[config.mk]
export PLATFORM = sky130hd
export DESIGN_NAME = dual_priority_encoder_pipe
export DESIGN_NICKNAME = d
export VERILOG_FILES = /design/src/rtl/dual_priority_encoder_pipe.sv
export SDC_FILE = /design/constraint.sdc
export NUM_CORES = 1
export LEC_CHECK = 0
export CAP_MARGIN = 20
export CORE_MARGIN = 1.5
export CORE_UTILIZATION = 51
export CTS_CLUSTER_DIAMETER = 200
export CTS_CLUSTER_SIZE = 30
export DETAILED_ROUTE_END_ITERATION = 16
export PLACE_DENSITY = 0.78
export SLEW_MARGIN = 25
export SYNTH_ARGS = -nofsm -noshare
export SYNTH_HDL_FRONTEND = slang
export SYNTH_SLANG_ARGS = --single-unit
[constraint.sdc]
create_clock -name clk -period 2.54 [get_ports clk]
set_clock_uncertainty 0.15 [all_clocks]
set_input_delay 0.508 -clock clk [delete_from_list [all_inputs] [get_ports clk]]
set_output_delay 0.508 -clock clk [all_outputs]
set_load 0.005 [all_outputs]
[src/rtl/dual_priority_encoder_pipe.sv]
// Two-stage pipelined priority encoder: reports the winning and runner-up set
// bits of a request vector behind a valid/ready handshake with backpressure.
module dual_priority_encoder_pipe #(
  parameter int WIDTH     = 12,
  parameter int IDX_W     = $clog2(WIDTH),
  parameter bit MSB_FIRST = 1'b1
) (
  input  logic             clk,
  input  logic             reset,
  input  logic             in_valid,
  output logic             in_ready,
  input  logic [WIDTH-1:0] in_data,
  output logic             out_valid,
  input  logic             out_ready,
  output logic             first_vld,
  output logic [IDX_W-1:0] first_idx,
  output logic             second_vld,
  output logic [IDX_W-1:0] second_idx
);

  localparam logic [IDX_W-1:0] IDX_NONE = '1;
  localparam logic [WIDTH-1:0] ONE_HOT0 = WIDTH'(1);

  // Returns {vld, idx}; later matches in the scan overwrite earlier ones,
  // so the scan order decides which end of the vector wins.
  function automatic logic [IDX_W:0] encode(input logic [WIDTH-1:0] v);
    logic [IDX_W-1:0] idx;
    logic             vld;
    idx = IDX_NONE;
    vld = 1'b0;
    if (MSB_FIRST) begin
      for (int i = 0; i < WIDTH; i++) begin
        if (v[i]) begin
          idx = IDX_W'(i);
          vld = 1'b1;
        end
      end
    end else begin
      for (int i = WIDTH - 1; i >= 0; i--) begin
        if (v[i]) begin
          idx = IDX_W'(i);
          vld = 1'b1;
        end
      end
    end
    return {vld, idx};
  endfunction

  logic             s1_valid;
  logic [WIDTH-1:0] s1_data;
  logic             s1_first_vld;
  logic [IDX_W-1:0] s1_first_idx;
  logic             s2_valid;

  logic             s1_load;
  logic             s2_load;
  logic             enc_in_vld;
  logic [IDX_W-1:0] enc_in_idx;
  logic             enc_rem_vld;
  logic [IDX_W-1:0] enc_rem_idx;
  logic [WIDTH-1:0] s1_mask;
  logic [WIDTH-1:0] s1_remainder;

  assign s2_load   = s1_valid && (!s2_valid || out_ready);
  assign in_ready  = !s1_valid || s2_load;
  assign s1_load   = in_valid && in_ready;
  assign out_valid = s2_valid;

  assign {enc_in_vld, enc_in_idx} = encode(in_data);

  assign s1_mask      = s1_first_vld ? (ONE_HOT0 << s1_first_idx) : '0;
  assign s1_remainder = s1_data & ~s1_mask;
  assign {enc_rem_vld, enc_rem_idx} = encode(s1_remainder);

  always_ff @(posedge clk or posedge reset) begin
    if (reset) begin
      s1_valid     <= 1'b0;
      s1_data      <= '0;
      s1_first_vld <= 1'b0;
      s1_first_idx <= IDX_NONE;
    end else begin
      if (s1_load) begin
        s1_valid     <= 1'b1;
        s1_data      <= in_data;
        s1_first_vld <= enc_in_vld;
        s1_first_idx <= enc_in_idx;
      end else if (s2_load) begin
        s1_valid <= 1'b0;
      end
    end
  end

  // Result fields only move on s2_load, so they hold while stalled.
  always_ff @(posedge clk or posedge reset) begin
    if (reset) begin
      s2_valid   <= 1'b0;
      first_vld  <= 1'b0;
      first_idx  <= IDX_NONE;
      second_vld <= 1'b0;
      second_idx <= IDX_NONE;
    end else begin
      if (s2_load) begin
        s2_valid   <= 1'b1;
        first_vld  <= s1_first_vld;
        first_idx  <= s1_first_idx;
        second_vld <= enc_rem_vld;
        second_idx <= enc_rem_idx;
      end else if (out_ready) begin
        s2_valid <= 1'b0;
      end
    end
  end

endmodule

==> flow_metrics.tcl <==
set metrics [dict create \
    leakagePower_nw 0.7997 \
    synth.area.top_cells "dfrtp_1 28%, dfstp_2 21%, nand2_1 15%, nand2b_1 3.8%, o21ai_1 3.0%" \
    antenna_found_initial 0 \
    arrival_ns 1.66 \
    critPathMaxFanout 4 \
    portBuffers 27 \
    max_stage_delay_ns 0.53 \
    final.setup.worst_slack_ns 0.2188 \
    viasPerCell 5.519 \
    path_delay_family "buffers and inverters" \
    floorplan.io_pins 28 \
    finalHoldViolCount 0 \
    avgRoutedWirePerCell_microns 13.01 \
    first_iter_violations 37 \
    synth.distinct_cells 37 \
    via_count 1308 \
    clock-root-buffer "clkbuf_4" \
    min_path_type "reg -> reg" \
    post-cts-setup-buffers 0 \
    numCtsBuffers 5 \
    fin_crit_sh_pct 91.38 \
    firstDrtPassIters 4 \
    tritoncts "yes" \
    cp_common_cell "clkdlybuf4s50_1" \
    ys_async_sr_fraction_pct 100.0 \
    netlist_area_sq_um 1496 \
    gp_congestion 0.7942 \
    grt_pass1_wl_microns 5216 \
    status "finished clean" \
    yosysTopAreaCell "dfrtp_1" \
    area_growth_syn_to_layout_pct 23.75 \
    routed_wl_microns 3084 \
    max_freq_mhz 430.8 \
    clk_latency_ns 0.32 \
    die_w_microns 57.17 \
    worst_pin_slew_ns 0.5600 \
    grt_max_degree 30 \
    setup-violations-final 0 \
    synth_nets 190 \
    num_antenna_cells 0 \
    crit_type "in -> out" \
    hpwl_microns 2394 \
    clk_pin_slew_ns 0.09 \
    avgSynthCellArea_sq_um 8.600 \
    initial_core_util_pct 53.80 \
    finalSetupTns_ns 0 \
    grt_overflow 0 \
    htreeDepth 2 \
    finalCriticalPeriod_ns 2.321 \
    critPathLaunchType "input port" \
    synthCells 174 \
    post_cts_resized 0 \
    layout-drive-gt1-share_pct 11.17 \
    grtUsageTotal_pct 20.82 \
    die_area_sq_um 3268 \
    yosysSeqAreaShare_pct 49.50 \
    clock_path_buffers 2 \
    rsz0062_at_grt "no" \
    cts_sinks 29 \
    nets 221 \
    relSlewSlack_pct 62.58 \
    place_ws_ns 0.2253 \
    ctsHoldBuffers 0 \
    p_per_area_nw_per_um2 655.4 \
    critPathRequiredTime_ns 1.88 \
    worstSetupEndpointType "primary output" \
    slowest_stage "clkdlybuf4s50_1" \
    yosys_warnings 0 \
    ys_ff_latch 29 \
    peakVddDrop_uv 453.4 \
    path_buf_inv 2 \
    die_y_microns 57.17 \
    dominantRegCellSynth "dfrtp_1" \
    crit_chain "clkdlybuf4s50_1 -> nand3b_1 -> clkdlybuf4s50_1" \
    drc_errors 0 \
    grt_pass1_vias 1217 \
    ant_nets 0 \
    coreArea_sq_um 2781 \
    synth_top_cell_area_share_pct 28.43 \
    whs_ns 0.3072 \
    synth-edff-count 0 \
    cap_violations 0 \
    maxSlewViolCount 0 \
    core.rowCount 19 \
    regToRegSetupSlack_ns 0.54 \
]
==> area by class of cell <==
cell class / count / area, sq um
tap: 31 / 38.79
inverter: 3 / 11.26
clock buffer: 8 / 58.81
multi-input combinational: 137 / 716.9
timing repair buffer: 29 / 285.3
sequential: 29 / 740.7
fill: 269 / 929.6
==> logic make-up after synthesis <==
family	Yosys count	share of synthesized area [%]
AOI/OAI and AO/OA	38	17.48
muxes	1	0.7525
DFF	29	49.50
buffers and inverters	8	2.591
and+or+nand+nor	98	29.68
==> Yosys cell counts (4+ instances only) <==
cell and count:
a21oi_1 6, dfstp_2 12, o21ai_0 4, dfrtp_1 17
nand2_1 61, o21ai_1 9, nor2_1 10, nand2b_1 9
==> worst min-delay path: stages, from the launching register on <==
cell     delay, ns
dfstp_2       0.37
nand2_1       0.05
nand2_1       0.04
==> sequential cells by signal, summed over array words and instances (netlist names) <==
signal and count:
first_idx 4, first_vld 1, out_valid 1, s1_data 12, s1_first_idx 4, s1_first_vld 1
s1_valid 1, second_idx 4, second_vld 1
==> cells in the final DEF (no fill, tap or decap), types with 3 or more instances in the layout <==
| cell type | n |
|---|---|
| a21oi_1 | 6 |
| and2_1 | 3 |
| clkbuf_4 | 5 |
| clkdlybuf4s50_1 | 27 |
| dfrtp_1 | 17 |
| dfstp_2 | 12 |
| inv_1 | 3 |
| nand2_1 | 61 |
| nand2b_1 | 9 |
| nand3_1 | 3 |
| nor2_1 | 10 |
| o21ai_0 | 4 |
| o21ai_1 | 9 |
| o31ai_1 | 3 |
==> metrics by stage <==
stage	power (W)	cells	instance area [sq um]	util (%)
6_report	0.001214	237	1852	66.58
4_1_cts	0.001225	237	1852	66.58
5_1_grt	0.001288	237	1852	66.58
3_5_place_dp	0.0009321	229	1793	64.46
2_1_floorplan	0.0007878	174	1496	-
3_3_place_gp	0.0009192	229	1793	64.46
==> power by group <==
| group | internal (W) | switching, W | total, W | leakage (nW) |
|---|---|---|---|---|
| clock | 0.000136 | 0.000155 | 0.000291 | 0.0326 |
| combinational | 0.000167 | 0.000144 | 0.000311 | 0.445 |
| sequential | 0.000556 | 0.0000563 | 0.000612 | 0.323 |
| total | 0.000859 | 0.000354 | 0.00121 | 0.800 |
==> final timing paths <==
check,start,end,cells after the start
worst min register to register,first_idx[3],first_idx[3],2
max in group asynchronous,reset,s1_first_idx[2],3
worst max register to register,s1_first_idx[0],second_idx[3],5
min in group asynchronous,reset,second_vld,3
worst min-delay path,first_idx[3],first_idx[3],2
worst max-delay path,out_ready,in_ready,3
==> metal layers <==
layer,vias to the layer above,part of all wire [%],track usage (%)
met1,598,45,26.73
li1,663,-,-
met2,40,48,33.99
met3,7,5.4,6.122
met5,-,0,0
met4,0,2.0,6.977
Power figures use the tool's default switching activity.
